File: config.mk
export PLATFORM = sky130hd
export DESIGN_NAME = uart_transceiver
export DESIGN_NICKNAME = d
export VERILOG_FILES = /design/src/rtl/uart_transceiver.sv
export SDC_FILE = /design/constraint.sdc
export NUM_CORES = 1
export LEC_CHECK = 0
export ABC_AREA = 0
export ABC_CLOCK_PERIOD_IN_PS = 2500
export CAP_MARGIN = 20
export CORE_MARGIN = 3
export CORE_UTILIZATION = 57
export CTS_CLUSTER_SIZE = 16
export DETAILED_ROUTE_END_ITERATION = 8
export GPL_TIMING_DRIVEN = 0
export PLACE_DENSITY = 0.77
export SLEW_MARGIN = 15
export SYNTH_ARGS = -nofsm -noshare
export SYNTH_HDL_FRONTEND = slang
export SYNTH_SLANG_ARGS = --single-unit
File: constraint.sdc
create_clock -name clk -period 2.5 [get_ports clk]
set_input_delay 0.375 -clock clk [delete_from_list [all_inputs] [get_ports clk]]
set_output_delay 0.375 -clock clk [all_outputs]
set_load 0.01 [all_outputs]
File: src/rtl/uart_transceiver.sv
`timescale 1ns/1ps
`default_nettype none
// ============================================================================
// Module   : uart_transceiver
// Brief    : Full-duplex 8N1 UART with ready/valid byte interfaces.
// Revision : 1.0 - initial release
// ============================================================================
module uart_transceiver #(
    parameter int CLOCK_FREQ = 125_000_000,
    parameter int BAUD_RATE  = 115_200
) (
    input  logic       clk,
    input  logic       reset,
    input  logic [7:0] data_in,
    input  logic       data_in_valid,
    output logic       data_in_ready,
    output logic [7:0] data_out,
    output logic       data_out_valid,
    input  logic       data_out_ready,
    input  logic       serial_in,
    output logic       serial_out
);

    localparam int N  = CLOCK_FREQ / BAUD_RATE;
    localparam int CW = $clog2(N) + 1;

    localparam logic [CW-1:0] BIT_LAST  = CW'(N - 1);
    localparam logic [CW-1:0] HALF_LAST = CW'(N / 2 - 1);
    localparam logic [3:0]    LAST_BIT  = 4'd9;

    localparam logic [0:0] TX_IDLE = 1'b0;
    localparam logic [0:0] TX_SEND = 1'b1;
    localparam logic [0:0] RX_IDLE = 1'b0;
    localparam logic [0:0] RX_RECV = 1'b1;

    // ------------------------------------------------------------------
    // Transmitter
    // ------------------------------------------------------------------
    logic [0:0]    tx_state_q, tx_state_d;
    logic [CW-1:0] tx_cnt_q, tx_cnt_d;
    logic [3:0]    tx_bit_q, tx_bit_d;
    logic [9:0]    tx_shift_q, tx_shift_d;
    logic          w_tx_last;
    logic          w_accept;

    // Ready rises during the final stop-bit cycle so a new frame can follow with no gap.
    assign w_tx_last     = (tx_state_q == TX_SEND) && (tx_bit_q == LAST_BIT) && (tx_cnt_q == BIT_LAST);
    assign data_in_ready = (tx_state_q == TX_IDLE) || w_tx_last;
    assign w_accept      = data_in_valid && data_in_ready;
    assign serial_out    = tx_shift_q[0];

    always_comb begin
        tx_state_d = tx_state_q;
        tx_cnt_d   = tx_cnt_q;
        tx_bit_d   = tx_bit_q;
        tx_shift_d = tx_shift_q;
        if (tx_state_q == TX_SEND) begin
            if (tx_cnt_q == BIT_LAST) begin
                tx_cnt_d   = '0;
                tx_shift_d = {1'b1, tx_shift_q[9:1]};
                if (tx_bit_q == LAST_BIT) begin
                    tx_state_d = TX_IDLE;
                end else begin
                    tx_bit_d = tx_bit_q + 4'd1;
                end
            end else begin
                tx_cnt_d = tx_cnt_q + 1'b1;
            end
        end
        if (w_accept) begin
            tx_state_d = TX_SEND;
            tx_cnt_d   = '0;
            tx_bit_d   = '0;
            tx_shift_d = {1'b1, data_in, 1'b0};
        end
    end

    always_ff @(posedge clk or posedge reset) begin
        if (reset) begin
            tx_state_q <= TX_IDLE;
            tx_cnt_q   <= '0;
            tx_bit_q   <= '0;
            tx_shift_q <= '1;
        end else begin
            tx_state_q <= tx_state_d;
            tx_cnt_q   <= tx_cnt_d;
            tx_bit_q   <= tx_bit_d;
            tx_shift_q <= tx_shift_d;
        end
    end

    // ------------------------------------------------------------------
    // Receiver
    // ------------------------------------------------------------------
    logic          rx_sync1_q, rx_sync2_q;
    logic [0:0]    rx_state_q, rx_state_d;
    logic [CW-1:0] rx_cnt_q, rx_cnt_d;
    logic [3:0]    rx_bit_q, rx_bit_d;
    logic [7:0]    rx_shift_q, rx_shift_d;
    logic [7:0]    data_out_q, data_out_d;
    logic          valid_q, valid_d;
    logic          w_rx_done;
    logic [CW-1:0] w_rx_target;

    assign data_out       = data_out_q;
    assign data_out_valid = valid_q;
    assign w_rx_target    = (rx_bit_q == 4'd0) ? HALF_LAST : BIT_LAST;

    always_comb begin
        rx_state_d = rx_state_q;
        rx_cnt_d   = rx_cnt_q;
        rx_bit_d   = rx_bit_q;
        rx_shift_d = rx_shift_q;
        w_rx_done  = 1'b0;
        case (rx_state_q)
            RX_IDLE: begin
                if (!rx_sync2_q) begin
                    rx_state_d = RX_RECV;
                    rx_cnt_d   = '0;
                    rx_bit_d   = '0;
                end
            end
            default: begin
                if (rx_cnt_q == w_rx_target) begin
                    rx_cnt_d = '0;
                    // Sample 0 is the start bit and sample 9 the stop bit; neither is checked.
                    if ((rx_bit_q >= 4'd1) && (rx_bit_q <= 4'd8)) begin
                        rx_shift_d = {rx_sync2_q, rx_shift_q[7:1]};
                    end
                    if (rx_bit_q == LAST_BIT) begin
                        w_rx_done  = 1'b1;
                        rx_state_d = RX_IDLE;
                    end else begin
                        rx_bit_d = rx_bit_q + 4'd1;
                    end
                end else begin
                    rx_cnt_d = rx_cnt_q + 1'b1;
                end
            end
        endcase
    end

    // A completing frame wins over a same-edge handshake: the newest byte is kept.
    always_comb begin
        data_out_d = data_out_q;
        valid_d    = valid_q;
        if (w_rx_done) begin
            data_out_d = rx_shift_q;
            valid_d    = 1'b1;
        end else if (valid_q && data_out_ready) begin
            valid_d = 1'b0;
        end
    end

    always_ff @(posedge clk or posedge reset) begin
        if (reset) begin
            rx_sync1_q <= 1'b1;
            rx_sync2_q <= 1'b1;
            rx_state_q <= RX_IDLE;
            rx_cnt_q   <= '0;
            rx_bit_q   <= '0;
            rx_shift_q <= '0;
            data_out_q <= 8'h00;
            valid_q    <= 1'b0;
        end else begin
            rx_sync1_q <= serial_in;
            rx_sync2_q <= rx_sync1_q;
            rx_state_q <= rx_state_d;
            rx_cnt_q   <= rx_cnt_d;
            rx_bit_q   <= rx_bit_d;
            rx_shift_q <= rx_shift_d;
            data_out_q <= data_out_d;
            valid_q    <= valid_d;
        end
    end

endmodule
`default_nettype wire

# Word level (Yosys, flattened, before mapping)
# Index checks and enable logic that the tools add are counted.
op_classes:
  n_addsub: 4
  n_mul: 0
  div: 0
  magnitude_cmp: 2
  eq_ne: 8
  shifts: 0
  n_mux: 31
  bitwise: 1
  n_reduce_logical: 14
op_table:
  columns: ["cell", "count"]
  rows:
  - ["12-bit two-way mux", 6]
  - ["4-bit two-way mux", 8]
  - ["10-bit two-way mux", 3]
  - ["12-bit by 1-bit adder with 12-bit output, second input constant", 2]
  - ["1-bit two-way mux", 13]
  - ["12-bit by 11-bit equality test with 1-bit output", 1]
  - ["12-bit by 11-bit equality test with 1-bit output, second input constant", 1]
  - ["11-bit two-way mux", 1]
  - ["3-bit AND reduction", 3]
  - ["4-bit by 1-bit adder with 4-bit output, second input constant", 2]
  - ["4-bit equality test, second input constant", 2]
  - ["2-bit nonzero test", 3]
  - ["1-bit logical AND", 5]
  - ["4-bit by 1-bit greater-or-equal comparator with 1-bit output, second input constant", 1]
  - ["4-bit <= comparator, second input constant", 1]
  - ["4-bit logical NOT", 1]
  - ["2-bit by 1-bit != test with 1-bit output, second input constant", 2]
  - ["2-bit != test, second input constant", 2]
  - ["2-bit AND reduction", 1]
  - ["1-bit logical OR", 1]
  - ["1-bit inverter", 1]
totals:
  regBits: 63
  latch_bits: 0
  ramBits: 0
  romBits: 0
  inputBits: 13
  output_inout_bits: 11
  elab_cells: 72
  n_memories: 0

# Longest topological paths before layout
# Gate-level depths: netlist of run 1.
logic_depth:
  depth_word: 7
  depth_mapped: 8
  ltp_nobuf: 7

# Least setup slack after synthesis of run 1
# OpenSTA, ideal clock, no wires.
synth_path:
  path_kind: "register to register"
  startpoint: "reg rx_cnt_q[1]"
  endpoint: "reg rx_shift_q[0]"
  setup_time_ps: 125
  t_arrival_ps: 1941
  path_slack_ps: 434
  stages_incl_launch_ff: 7
  path_buffers: 1
  synth_period_minus_slack_ps: 2066
  cell_sequence: "dfrtp_1 > or4_4 > nor3_4 > nand3_2 > a211o_1 > buf_6 > mux2_4"
synth_via:
  elab_chain_cells: 2
synth_rtl:
  columns: ["item", "line_no", "source"]
  rows:
  - ["from (decl)", "97", "logic [CW-1:0] rx_cnt_q, rx_cnt_d;"]
  - ["from (signal assigned)", "169", "rx_cnt_q <= rx_cnt_d;"]
  - ["12-bit by 11-bit equality test with 1-bit output", "124", "if (rx_cnt_q == w_rx_target) begin"]
  - ["3-bit AND reduction (no line)", null, null]
  - ["to (signal assigned)", "171", "rx_shift_q <= rx_shift_d;"]
  - ["to (decl)", "99", "logic [7:0] rx_shift_q, rx_shift_d;"]
# Every way passes these cells.
# A chain may end at the register's enable or synchronous reset.

# Worst setup path after layout of run 1
layout_path:
  startpoint: "reg tx_cnt_q[1]"
  endpoint: "out data_in_ready"
layout_via:
  elab_chain_cells: 3
layout_rtl:
  columns: ["item", "line_no", "source"]
  rows:
  - ["from (decl)", "40", "logic [CW-1:0] tx_cnt_q, tx_cnt_d;"]
  - ["from (signal assigned)", "86", "tx_cnt_q <= tx_cnt_d;"]
  - ["12-bit by 11-bit equality test with 1-bit output", "47", "assign w_tx_last = (tx_state_q == TX_SEND) && (tx_bit_q == LAST_BIT) && (tx_cnt_q == BIT_LAST);"]
  - ["1-bit logical AND", "47", null]
  - ["1-bit logical OR", "48", "assign data_in_ready = (tx_state_q == TX_IDLE) || w_tx_last;"]
  - ["to (decl)", "16", "output logic data_in_ready,"]
# Every way passes these cells.

==> key figures, run 1 <==
STA
  • Worst Tran Pin Value: 738 ps
  • Setup ws final: 120 ps
  • Min Tclk post-route: ~2400 ps
  • Slew HR: 50.8%
  • Fmax: between 400 and 500 MHz
  • Final Cycle Share: between 90% and 100%
  • Pins Over Slew Limit: 0
  • Fin. Hold Viols: 0
  • # setup viols final: 0
  • RSZ-0062 raised after global routing: false
  • Setup Skew: around 12 ps

Run status
  • Outcome: finished, final reports clean

Logic synthesis
  • Mapped Area: 3100 µm²
  • Synth area leaders: dfrtp_1 (41%), dfstp_2 (9.3%), mux2_4 (7.8%), ha_1 (3.6%), o21ai_0 (3.4%)
  • Post-Syn Instances: 282
  • Mean post-synth cell area: roughly 11 µm²
  • Count leader, synth: dfrtp_1
  • Synthesized Nets: between 300 and 400
  • Post-synth top area share: between 40 and 50%
  • FF+latch count, synth: a little over 60
  • Post-synthesis sequential area ratio: about half
  • Warnings, synthesis: 0
  • Post-synth EDFFs: 0
  • Synth async-reset ratio: 100%
  • Synth area leader: dfrtp_1
  • Primary FF master, synth: dfrtp_1
  • Synth cell count leaders: dfrtp_1 (51), nor2_1 (22), nand2_1 (21), o21ai_0 (21)
  • Post-synthesis cell type count: 54

Layout
  • Layout Nets: 340
  • Area grow syn2layout: 18.7%
  • Fillcell total: 388
  • Antenna cells: 0
  • Non-filler instance count after layout: just under 400
  • Layout cells sized above 1: a little over 20%
  • Post-layout util: 71.1%

GRT
  • GR Overflow Total: 0
  • Total GRT Usage: about a fifth
  • Vias in the first global route: 2,171
  • First-pass GRT wire length: 10,100 µm
  • Largest net degree at the start of global routing: between 60 and 70
  • Initial antenna violation count: 0

CTS
  • Clk Tree Root Cell: clkbuf_8
  • Clock transition at path regs: 70 ps
  • Htree depth: 3
  • CTS buffer count: 9
  • Worst-Skew Late Latency: 340 ps
  • Hold buffers post-CTS: 0
  • CTS tree: built
  • CTS max path bufs: 2
  • Clock sinks: 62

Routing
  • Drt wl/cell: 14.7 µm
  • WL final: slightly below 6000 µm
  • Detailed Routing Iterations Pass 1: 4
  • Via count: 2,196
  • Post-DRT Antenna Nets: 0
  • Vias per cell: 5.59
  • Initial DRC count: roughly 120
  • Remaining DRCs: 0

Pwr
  • Cell internal pwr: 1.76 mW
  • Seq pwr share: a little under 50%
  • Worst vdd ir: 473 µV
  • Pwr Density: around 600 nW/µm²
  • Sw Share: a little over a fifth
  • Comb power frac: between 4 and 5%
  • Clk pwr share: between 40% and 50%
  • Psw: 488 µW
  • Pleak: ~1.7 nW

Hold path
  • Tightest Hold Check Type: reg2reg

Placed design
  • Detailed placer's ending HPWL: around 3800 µm
  • RePlAce Congestion: around 0.80
  • PortBufs: 22
  • Post-Place Setup Slack: -132 ps
  • Placed cell count: approximately 370

Floorplanning
  • Die width: between 70 and 80 µm
  • Initial Utilization: roughly three fifths
  • I/O Pins: 24
  • Core Rows: 26
  • Total core area: 5170 µm²
  • Die ar.: roughly 6400 µm²
  • Die Height: approximately 80 µm

Critical path
  • Setup CP Type: reg2out
  • CP endpoint kind: primary output
  • Worst EP arrival: 2000 ps
  • CP Launch Type: flip-flop
  • Max FO, Critical Path: 4
  • CP Data Required Time: around 2100 ps

Job
  • Max Cap Viol: 0
-- logic make-up after synthesis --
| logic type | after synthesis | synth area share (%) |
|---|---|---|
| AO/OA/AOI/OAI | 56 | 10.8 |
| XOR/XNOR | 11 | 3.11 |
| adder cells (fa/ha/maj) | 9 | 3.63 |
| buffers and inverters | 19 | 2.75 |
| flip-flops | 62 | 50.5 |
| multiplexers | 26 | 11.1 |
| AND/OR/NAND/NOR | 99 | 18.1 |
-- critical path, cell delays in order, from the launching register on --
cell	delay, ps
dfrtp_1	380
inv_1	90
ha_1	140
or3b_4	380
or3_4	370
o21ai_2	140
buf_2	160
-- stage by stage --
| step | setup TNS [ps] | power, mW | area (µm²) | hold WS [ps] |
|---|---|---|---|---|
| final | 0 | 2.24 | 3680 | 358 |
| after global routing | 0 | 2.33 | 3680 | 366 |
| after CTS | 0 | 2.27 | 3670 | 360 |
| after detailed placement | -132 | 1.20 | 3410 | 349 |
| after global placement | -23350 | 1.20 | 3410 | 346 |
| after floorplan | 0 | 1.16 | 3100 | 345 |
-- state kept, by name (all words and copies together) (netlist names) --
signal,cells
rx_shift_q,8
tx_shift_q,9
rx_sync1_q,1
tx_cnt_q,12
rx_state_q,1
data_out_valid,1
tx_bit_q,4
tx_state_q,1
rx_cnt_q,12
data_out,8
rx_bit_q,4
rx_sync2_q,1
-- power groups by stage --
stage | Sequential, mW | Clock, mW | Combinational [mW]
final | 1.08 | 1.06 | 0.0979
after detailed placement | 1.10 | 0 | 0.0994
after CTS | 1.08 | 1.09 | 0.101
after global routing | 1.09 | 1.14 | 0.113
after floorplan | 1.09 | 0 | 0.0662
after global placement | 1.10 | 0 | 0.0966
-- what timing repair did --
action,4_1_cts,5_1_grt
endpoints found under the setup margin,1,15
hold endpoints to repair,0,0
resized for setup,7,3
buffers inserted,2,1
pin swaps,0,2
-- cells in the final DEF, fill, tap and decap left out, drive strengths merged, types with 2 or more instances in the layout --
cell type and n:
o31ai 2, nor3 5, nand3 14, nand2 21
a22o 4, nor2 22, or3 5, xor2 8
nor4bb 2, clkinv 2, bufinv 3, nand2b 5
buf 8, clkdlybuf4s50 21, a21oi 16, mux2 18
mux2i 8, o21ai 24, nor2b 2, nand3b 4
nand4 5, dfrtp 51, ha 9, and4 2
nor4 2, dfstp 11, xnor2 3, a31oi 3
inv 12, nor4b 2, clkbuf 14
-- worst paths after layout --
kind / depth (start not counted) / to / start / slack, ps
worst max-delay path: 6 / data_in_ready / tx_cnt_q[1]$_DFFE_PP0P_ / 120
worst min-delay path: 0 / rx_sync2_q$_DFF_PP1_ / rx_sync1_q$_DFF_PP1_ / 360
worst max register to register: 8 / tx_shift_q[3]$_DFFE_PP1P_ / tx_cnt_q[1]$_DFFE_PP0P_ / 270
worst min register to register: 0 / rx_sync2_q$_DFF_PP1_ / rx_sync1_q$_DFF_PP1_ / 360
max in group asynchronous: 2 / tx_cnt_q[5]$_DFFE_PP0P_ / reset / 1490
min in group asynchronous: 2 / data_out[7]$_DFFE_PP0P_ / reset / 510
-- per-layer routing --
layer  wire length, µm  global-route usage (%)  part of all wire (%)  vias to the layer above
li1                  -                       -                     -                     1082
met1              2730                    28.2                    47                     1061
met2              2680                    31.8                    46                       43
met3               282                    5.98                   4.9                       10
met4                91                    7.73                   1.6                        0
met5                 0                       0                     0                        -
-- area by class of cell --
type	count	area, µm²	share of cell area [%]
clock inverters	6	109	2.96
multi-input cells	201	1460	39.7
plain buffers	8	46.3	1.26
inverters	11	43.8	1.19
flip-flops and latches	62	1570	42.6
well taps	70	87.6	2.38
clock buffers	10	128	3.47
repair buffers	25	238	6.47
Power figures use the tool's default switching activity.
==> run 2: changes to the inputs <==
--- a/config.mk
+++ b/config.mk
@@ -9,11 +9,11 @@
 export ABC_CLOCK_PERIOD_IN_PS = 2500
 export CAP_MARGIN = 20
 export CORE_MARGIN = 3
-export CORE_UTILIZATION = 57
+export CORE_UTILIZATION = 58
 export CTS_CLUSTER_SIZE = 16
 export DETAILED_ROUTE_END_ITERATION = 8
 export GPL_TIMING_DRIVEN = 0
-export PLACE_DENSITY = 0.77
+export PLACE_DENSITY = 0.78
 export SLEW_MARGIN = 15
 export SYNTH_ARGS = -nofsm -noshare
 export SYNTH_HDL_FRONTEND = slang
==> run 2 against run 1 <==
Against the previous run:
- critical endpoint unchanged
- count of clock-buffer cells in the layout down 1
- fmax down 1.2%
- first-iteration DRC count down 4.1%
- worst hold slack better by 3.7 ps
- highest routed layer unchanged
- die area down 1.6%
- clock power down 17%
- global-route usage up 0.51 points
- core utilization up 2.4 points
- largest cell class unchanged
- sequential power about the same
- non-clock buffer count down 1
- critical path depth unchanged
- combinational power up 2%
==> key figures, run 2 (synthesis gave the netlist of run 1 again) <==
Critical path
  • Max FO, Critical Path: 4
  • Setup CP Type: reg2out
  • CP endpoint kind: primary output
  • CP Data Required Time: between 2000 and 2500 ps
  • CP Buf/Inv Count: 2
  • Worst EP arrival: roughly 2000 ps
  • Cell chain of the critical path: inv_1, ha_1, or3b_4, or3_4, o21ai_2, buf_2
  • Slowest-stage cell, CP: dfrtp_2
  • CP Launch Type: flip-flop
  • Crit-path max cell delay: about 420 ps
  • Cell family with most CP delay: simple AND/OR/NAND/NOR gates

Floorplanning
  • Total core area: 4940 µm²
  • Die ar.: approximately 6300 µm²
  • Core Rows: 25
  • Die width: around 79 µm
  • I/O Pins: 24
  • Die Height: 79.1 µm
  • Initial Utilization: 62.7%

STA
  • Setup Skew: 11.3 ps
  • Worst Tran Pin Value: about 740 ps
  • Min Tclk post-route: approximately 2400 ps
  • Fmax: 415 MHz
  • RSZ-0062 raised after global routing: false
  • Fin. Hold Viols: 0
  • Final Cycle Share: a little over nine tenths
  • Slew HR: 50.4%
  • WHS: between 300 and 400 ps
  • # setup viols final: 0
  • Pins Over Slew Limit: 0

Job
  • Max Cap Viol: 0

Routing
  • Via count: approximately 2,200
  • Initial DRC count: about 120
  • Remaining DRCs: 0
  • Post-DRT Antenna Nets: 0
  • Detailed Routing Iterations Pass 1: 4
  • WL final: about 6000 µm
  • Met3 Wirelength: ~250 µm
  • Metal-1 WL: 2700 µm
  • Metal2 WL: 2960 µm
  • Top Metal Used: met4
  • Vias per cell: 5.74
  • Drt wl/cell: between 15 and 20 µm

Run status
  • Outcome: finished, final reports clean

Hold path
  • Tightest Hold Check Type: reg2reg

CTS
  • Hold buffers post-CTS: 0
  • Clock transition at path regs: 70 ps
  • Clock sinks: 62
  • CTS max path bufs: 2
  • CTS tree: built
  • Htree depth: 3
  • Worst-Skew Late Latency: between 300 and 400 ps
  • Clk Tree Root Cell: clkbuf_8
  • CTS buffer count: 9

GRT
  • Largest net degree at the start of global routing: 63
  • First-pass GRT wire length: 10,300 µm
  • Total GRT Usage: between 20% and 30%
  • Initial antenna violation count: 0
  • Vias in the first global route: around 2,200
  • GR Overflow Total: 0

Layout
  • Area grow syn2layout: 17.2%
  • Layout Nets: between 300 and 400
  • Largest registers: rx_cnt_q x12, tx_cnt_q x12, tx_shift_q x9
  • Fillcell total: around 360
  • Non-filler instance count after layout: about 390
  • Layout cells sized above 1: 20.8%
  • Most common cell after layout, fill and taps aside: dfrtp_1
  • Antenna cells: 0
  • Fin area: between 3000 and 4000 µm²
  • Commonest non-fill, non-tap cells in the layout: dfrtp_1 (50), nor2_1 (22), nand2_1 (21), o21ai_0 (21), clkdlybuf4s50_1 (21)

Placed design
  • Placed Instance Area: roughly 3400 µm²
  • RePlAce Congestion: approximately 0.83
  • Detailed placer's ending HPWL: a little over 4000 µm
  • PortBufs: 22
  • Placed cell count: approximately 370

Pwr
  • Pleak: ~1.7 nW
  • Worst vdd ir: around 330 µV
  • Pwr Density: 567 nW/µm²
run 2: cell type report:
cell class	count	area (µm²)	share of cell area (%)
well taps	67	83.8	2.31
clock buffers	9	124	3.41
repair buffers	24	230	6.34
inverters	11	43.8	1.21
plain buffers	8	48.8	1.34
clock inverters	7	73.8	2.03
flip-flops and latches	62	1570	43.2
multi-input cells	201	1460	40.2
run 2: what timing repair did:
action / in CTS / in global routing
resized for setup: 9 / 3
setup endpoints to repair: 2 / 14
setup buffers: 2 / 0
pin swaps: 0 / 2
run 2: final timing paths:
| path | startpoint | end | slack, ps | depth (start not counted) |
|---|---|---|---|---|
| min in group asynchronous | reset | rx_bit_q[2]$_DFFE_PP0P_ | 520 | 2 |
| hold reg to reg | rx_sync1_q$_DFF_PP1_ | rx_sync2_q$_DFF_PP1_ | 360 | 0 |
| max in group asynchronous | reset | tx_cnt_q[0]$_DFFE_PP0P_ | 1450 | 2 |
| setup reg to reg | rx_bit_q[0]$_DFFE_PP0P_ | rx_cnt_q[11]$_DFFE_PP0P_ | 140 | 8 |
| setup / recovery | tx_cnt_q[0]$_DFFE_PP0P_ | data_in_ready | 90 | 6 |
| hold / removal | rx_sync1_q$_DFF_PP1_ | rx_sync2_q$_DFF_PP1_ | 360 | 0 |
run 2: report_power, final:
part           internal, mW  total [mW]  switching (mW)
sequential             1.04        1.08          0.0392
combinational        0.0483      0.0997          0.0514
clock                 0.463       0.875           0.412
total                  1.56        2.06           0.502
run 2: metrics by stage:
step                      worst slack [ps]  utilization, %  TNS, ps  power, mW
after floorplan                        434               -        0       1.16
after global placement                -413            68.8   -21000       1.20
after detailed placement              -137            68.9     -137       1.20
after CTS                             27.2            73.4        0       2.08
after global routing                  3.33            73.4        0       2.14
final                                 91.4            73.4        0       2.06
run 2: metal layers:
metal  track usage, %  vias to the layer above
li1                 -                     1079
met1             26.7                     1101
met2             35.2                       47
met3             4.42                        6
met4             10.3                        0
met5                0                        -
